## src/rtl/mod_store_buffer_pkg.sv

```systemverilog
`default_nettype none
// ============================================================================
// Module : mod_store_buffer_pkg
// Brief  : Shared constants, FSM encoding and helpers for the store buffer.
// Rev    : 1.0
// ============================================================================
package mod_store_buffer_pkg;

  localparam int SB_DEPTH        = 4;
  localparam int SB_STARVE_LIMIT = 8;
  localparam int WORD_W          = 32;
  localparam int ADDR_W          = 32;

  typedef enum logic [0:0] {
    SB_RUN   = 1'b0,
    SB_FLUSH = 1'b1
  } sb_state_e;

  // Pointer width for a power-of-two entry count.
  function automatic int ptr_w(input int depth);
    return (depth > 1) ? $clog2(depth) : 1;
  endfunction

endpackage
`default_nettype wire

```

## src/rtl/mod_sb_fwd_match.sv

```systemverilog
`default_nettype none
// ============================================================================
// Module : mod_sb_fwd_match
// Brief  : Youngest-first address match over the resident store entries.
// Rev    : 1.0
// ============================================================================
module mod_sb_fwd_match
  import mod_store_buffer_pkg::*;
#(
  parameter int DEPTH = SB_DEPTH,
  parameter int AW    = ADDR_W,
  parameter int DW    = WORD_W
) (
  input  logic [ptr_w(DEPTH)-1:0]   head,
  input  logic [ptr_w(DEPTH):0]     count,
  input  logic [AW-1:0]             key,
  input  logic [DEPTH-1:0][AW-1:0]  ent_addr,
  input  logic [DEPTH-1:0][DW-1:0]  ent_data,
  output logic                      hit,
  output logic [DW-1:0]             data
);

  localparam int PW = ptr_w(DEPTH);
  localparam int CW = PW + 1;

  logic [PW-1:0] slot;

  // Walk oldest to youngest so a later (younger) match overrides an older one.
  always_comb begin
    hit  = 1'b0;
    data = '0;
    slot = '0;
    for (int i = 0; i < DEPTH; i++) begin
      slot = head + PW'(i);
      if ((CW'(i) < count) && (ent_addr[slot] == key)) begin
        hit  = 1'b1;
        data = ent_data[slot];
      end
    end
  end

endmodule
`default_nettype wire

```

## src/rtl/mod_store_buffer.sv

```systemverilog
`default_nettype none
// ============================================================================
// Module : mod_store_buffer
// Brief  : Store FIFO with load forwarding, starvation-bounded drain and flush.
// Rev    : 1.0
// ============================================================================
module mod_store_buffer
  import mod_store_buffer_pkg::*;
#(
  parameter int DEPTH        = SB_DEPTH,
  parameter int STARVE_LIMIT = SB_STARVE_LIMIT,
  parameter int AW           = ADDR_W,
  parameter int DW           = WORD_W
) (
  input  logic          clk,
  input  logic          reset,
  input  logic          st_valid,
  input  logic [AW-1:0] st_addr,
  input  logic [DW-1:0] st_data,
  output logic          st_ready,
  input  logic          ld_valid,
  input  logic [AW-1:0] ld_addr,
  output logic [DW-1:0] ld_data,
  output logic          ld_stall,
  input  logic          flush_req,
  output logic          flush_done,
  output logic          empty,
  output logic [AW-1:0] mem_addr,
  output logic [DW-1:0] mem_wdata,
  output logic          mem_write,
  output logic          mem_read,
  input  logic [DW-1:0] mem_rdata
);

  localparam int PW = ptr_w(DEPTH);
  localparam int CW = PW + 1;
  localparam int SW = $clog2(STARVE_LIMIT + 1);

  logic [PW-1:0]            head_q, head_d, tail_q, tail_d;
  logic [CW-1:0]            count_q, count_d;
  logic [SW-1:0]            starve_q, starve_d;
  sb_state_e                state_q, state_d;
  logic                     flush_done_q, flush_done_d;
  logic [DEPTH-1:0][AW-1:0] ent_addr_q, ent_addr_d;
  logic [DEPTH-1:0][DW-1:0] ent_data_q, ent_data_d;

  logic          enq, drain, forced, ld_grant, st_hit, fwd_hit;
  logic [DW-1:0] fwd_data;

  assign st_ready   = (count_q < CW'(DEPTH)) && (state_q == SB_RUN);
  assign enq        = st_valid && st_ready;
  assign forced     = (starve_q == SW'(STARVE_LIMIT)) ||
                      ((state_q == SB_FLUSH) && (count_q != '0));
  assign drain      = (count_q != '0) && (forced || !ld_valid);
  assign ld_grant   = ld_valid && !drain && (state_q == SB_RUN);
  assign ld_stall   = ld_valid && !ld_grant;
  assign empty      = (count_q == '0);
  assign flush_done = flush_done_q;

  mod_sb_fwd_match #(
    .DEPTH (DEPTH),
    .AW    (AW),
    .DW    (DW)
  ) u_fwd (
    .head     (head_q),
    .count    (count_q),
    .key      (ld_addr),
    .ent_addr (ent_addr_q),
    .ent_data (ent_data_q),
    .hit      (fwd_hit),
    .data     (fwd_data)
  );

  // The store accepted this cycle is younger than anything resident.
  assign st_hit  = enq && (st_addr == ld_addr);
  assign ld_data = st_hit ? st_data : (fwd_hit ? fwd_data : mem_rdata);

  always_comb begin
    mem_addr  = '0;
    mem_wdata = '0;
    mem_write = 1'b0;
    mem_read  = 1'b0;
    if (drain) begin
      mem_write = 1'b1;
      mem_addr  = ent_addr_q[head_q];
      mem_wdata = ent_data_q[head_q];
    end else if (ld_grant) begin
      mem_read = 1'b1;
      mem_addr = ld_addr;
    end
  end

  always_comb begin
    ent_addr_d = ent_addr_q;
    ent_data_d = ent_data_q;
    if (enq) begin
      ent_addr_d[tail_q] = st_addr;
      ent_data_d[tail_q] = st_data;
    end
    head_d  = head_q + PW'(drain);
    tail_d  = tail_q + PW'(enq);
    count_d = count_q + CW'(enq) - CW'(drain);

    starve_d = starve_q;
    if (drain) begin
      starve_d = '0;
    end else if ((count_q == CW'(DEPTH)) && ld_valid &&
                 (starve_q != SW'(STARVE_LIMIT))) begin
      starve_d = starve_q + SW'(1);
    end

    state_d      = state_q;
    flush_done_d = 1'b0;
    if (state_q == SB_RUN) begin
      if (flush_req) state_d = SB_FLUSH;
    end else if (count_d == '0) begin
      state_d      = SB_RUN;
      flush_done_d = 1'b1;
    end
  end

  always_ff @(posedge clk or posedge reset) begin
    if (reset) begin
      head_q       <= '0;
      tail_q       <= '0;
      count_q      <= '0;
      starve_q     <= '0;
      state_q      <= SB_RUN;
      flush_done_q <= 1'b0;
    end else begin
      head_q       <= head_d;
      tail_q       <= tail_d;
      count_q      <= count_d;
      starve_q     <= starve_d;
      state_q      <= state_d;
      flush_done_q <= flush_done_d;
    end
  end

  // Entry payloads carry no reset; occupancy comes from count_q.
  always_ff @(posedge clk) begin
    ent_addr_q <= ent_addr_d;
    ent_data_q <= ent_data_d;
  end

endmodule
`default_nettype wire

```

## config.mk

```make
export PLATFORM = sky130hd
export DESIGN_NAME = mod_store_buffer
export DESIGN_NICKNAME = d
export VERILOG_FILES = /design/src/rtl/mod_store_buffer_pkg.sv /design/src/rtl/mod_sb_fwd_match.sv /design/src/rtl/mod_store_buffer.sv
export SDC_FILE = /design/constraint.sdc
export NUM_CORES = 1
export LEC_CHECK = 0
export BUFFER_PORTS_ARGS = -buffer_cell sky130_fd_sc_hd__buf_2
export CAP_MARGIN = 20
export CORE_ASPECT_RATIO = 1.75
export CORE_UTILIZATION = 65
export CTS_CLUSTER_DIAMETER = 30
export CTS_CLUSTER_SIZE = 25
export DETAILED_ROUTE_END_ITERATION = 16
export PLACE_DENSITY = 0.85
export SLEW_MARGIN = 40
export SYNTH_ARGS = -nofsm -noshare
export SYNTH_HDL_FRONTEND = slang
export SYNTH_HIERARCHICAL = 1
export SYNTH_SLANG_ARGS = --single-unit
```

## constraint.sdc

```tcl
create_clock -name clk -period 11.05 [get_ports clk]
set_clock_uncertainty 0.1 [all_clocks]
set_input_delay 0.5525 -clock clk [delete_from_list [all_inputs] [get_ports clk]]
set_output_delay 0.5525 -clock clk [all_outputs]
set_load 0.005 [all_outputs]
```

==> impl_metrics.json <==
{
  "cts_sinks": 269,
  "path_cells": "buf_4 > mux4_2 > xnor2_1 > nand3_1 > nor3_1 > and3_1 > and2_1 > buf_4 > inv_1 > and2_1 > nand3_4 > mux2_2 > mux2_4 > buf_2",
  "clk_path_buf_depth": 3,
  "max_cap_violations": 0,
  "rsz0062_at_grt": "no",
  "status": "finished, final reports clean",
  "start_util_pct": 66.0,
  "tightest_slew_ns": 0.902,
  "yosysTopAreaCell": "edfxtp_1",
  "routedWlPerCell_um": 27.7,
  "startpoint_type": "flip-flop",
  "syn_area_per_cell_um2": 12.2,
  "grt_max_degree": 140,
  "cts_tree": "done",
  "grt_pass1_wl_mm": 93.0,
  "vias": 16013,
  "placed_area_mm2": 0.0215,
  "yosysSeqAreaShare_pct": 39.5,
  "drt_iter0_drc": 1875,
  "die-area_mm2": 0.0319,
  "crit_family": "simple AND/OR/NAND/NOR gates",
  "ant_nets": 0,
  "yosys-top-cells-area": "edfxtp_1 38%, mux4_2 15%, mux2i_1 9.0%, xnor2_1 6.3%, mux2_2 4.2%",
  "ctsResizeCount": 0,
  "synthesis.area_mm2": 0.0203,
  "die_h_um": 236,
  "clk_latency_ns": 0.53,
  "final_area_mm2": 0.0229,
  "h-tree-depth": 2,
  "ioPinCount": 235,
  "grt_pass1_vias": 16003,
  "max_stage_delay_ns": 0.70,
  "finalSetupViolCount": 0,
  "period_share_pct": 65.4,
  "ys_seq_elements": 269,
  "leakage_nw": 8.32,
  "final.setup.tns_ns": 0,
  "cp_data_required_time_ns": 10.40,
  "die_w_um": 136,
  "gp_congestion": 1.01,
  "cp_num_buf_inv": 4,
  "clkTransAtPathRegs_ns": 0.06,
  "drive_gt1_share_pct": 33.0,
  "dpl.hpwl_mm": 42.8,
  "powerDensity_mw_per_mm2": 235,
  "placement_rows": 85,
  "synthToLayoutAreaGrowth_pct": 12.7,
  "layout_commonest_cell": "edfxtp_1",
  "nFillCells": 2007,
  "wl_mm": 61.8,
  "path_class": "reg -> out",
  "whs_ns": 0.163,
  "io_buffers": 234,
  "ys.warnings.count": 6,
  "track_usage_pct": 39.2,
  "drv_slew": 0,
  "fin_crit_ns": 7.22,
  "cp.arrival_ns": 6.57,
  "final_cell_mix": "256 x edfxtp_1, 234 x buf_2, 182 x mux2i_1",
  "coreArea_mm2": 0.0307,
  "max_freq_mhz": 138,
  "cts_buffers": 39,
  "async_flop_share_pct": 4.83,
  "viasPerCell": 7.18,
  "crit_path_end_kind": "primary output",
  "antenna_found_initial": 1,
  "remaining_drc_errors": 0,
  "ir_drop_mv": 0.189,
  "synth_top_area_share_pct": 37.9,
  "crit_fanout": 49,
  "clock-root-buffer": "clkbuf_16",
  "crit_slowest_cell": "dfrtp_4",
  "drt_pass1_iterations": 8,
  "hold_class": "in -> reg",
  "synth_cells": 1656,
  "ys_types": 83,
  "synth_edf_count": 256,
  "synth_fp_nets": 1794,
  "utilization_pct": 74.4,
  "synth_top_flop_cell": "edfxtp_1",
  "layout.nets": 1945,
  "hold_violations": 0,
  "relSlewSlack_pct": 39.4,
  "overflow": 0
}
-- path summary, 6_finish.rpt --
kind                                          from                  endpoint  slack (ns)  cells past startpoint
min                                    st_data[19]  ent_data_q[51]$_DFFE_PP_        0.16                      1
min reg2reg                starve_q[1]$_DFFE_PP0P_   starve_q[1]$_DFFE_PP0P_        0.48                      2
max in group asynchronous                    reset       head_q[0]$_DFF_PP0_        9.94                      3
min in group asynchronous                    reset         state_q$_DFF_PP0_        0.52                      3
max reg2reg                   count_q[2]$_DFF_PP0_         state_q$_DFF_PP0_        7.50                     11
max                            head_q[1]$_DFF_PP0_               ld_data[18]        3.83                     14
-- stage by stage --
step                setup WS (ns)  std cells  power (mW)
floorplan                    4.99       1656        3.37
finish                       3.83       2229        5.36
detailed placement           4.38       2154        4.03
global route                 3.70       2228        5.58
CTS                          3.77       2226        5.30
global placement             4.26       2151        3.98
-- per-layer routing --
| metal | routed length, um | vias up | track usage (%) |
|---|---|---|---|
| met4 | 5190 | 2 | 28.6 |
| met1 | 19900 | 7844 | 42.2 |
| met5 | 16 | - | 0 |
| met2 | 32100 | 1055 | 68.3 |
| met3 | 4550 | 305 | 6.31 |
| li1 | - | 6807 | - |
-- sequential cells by signal, summed over array words and instances, names as in the netlist --
signal / flops
ent_addr_q: 128
ent_data_q: 128
starve_q: 4
count_q: 3
head_q: 2
tail_q: 2
flush_done: 1
state_q: 1
-- Yosys cell counts (14+ instances only) --
cell        n
clkbuf_1   67
nor3_1     43
mux2_4     31
inv_1      15
xor2_1     18
nand4_1    26
buf_2      49
xnor2_1   146
nor2_1    144
a22o_1     33
nand2_1    29
buf_6      14
nor2b_1    33
o21ai_0    61
mux2i_1   182
o211ai_1   21
mux2_2     76
mux4_2    131
edfxtp_1  256
nand3_1    49
-- cell type report --
type	count	area [um^2]	share of cell area (%)
sequential	269	8020	35.1
timing repair buffer	264	1490	6.51
multi-input combinational	1217	11500	50.1
clock buffer	47	1070	4.68
inverter	16	65.1	0.285
tap	391	489	2.14
antenna	1	2.50	0.0109
clock inverter	24	264	1.16
-- power by group --
part	internal [mW]	leakage, nW	switching [mW]
registers	1.18	2.46	0.111
logic	1.31	5.21	1.50
clock network	0.776	0.641	0.481
total	3.27	8.32	2.09
-- what timing repair did --
action / 4_1_cts / 5_1_grt
hold buffers: 1 / 0
buffers inserted: 0 / 0
endpoints found under the hold margin: 13 / 0
-- worst register-to-register path, stage by stage, from the launching register on --
cell,delay (ns)
dfrtp_1,0.55
or3_2,0.63
o21ai_4,0.08
buf_4,0.44
xnor2_1,0.19
ha_1,0.16
inv_1,0.05
fa_1,0.41
xnor2_1,0.15
xnor2_1,0.16
nor3_1,0.40
nor2_1,0.10
-- logic make-up after synthesis --
kind of cell	count (synthesis)	share of synthesized area (%)
AO/OA/AOI/OAI	251	9.27
XOR/XNOR	164	7.08
adder cells (fa/ha/maj)	5	0.346
buffers and inverters	170	4.30
flip-flops	269	39.5
multiplexers	422	30.2
AND/OR/NAND/NOR	375	9.25
No activity file was read; power rests on OpenSTA's default activity.
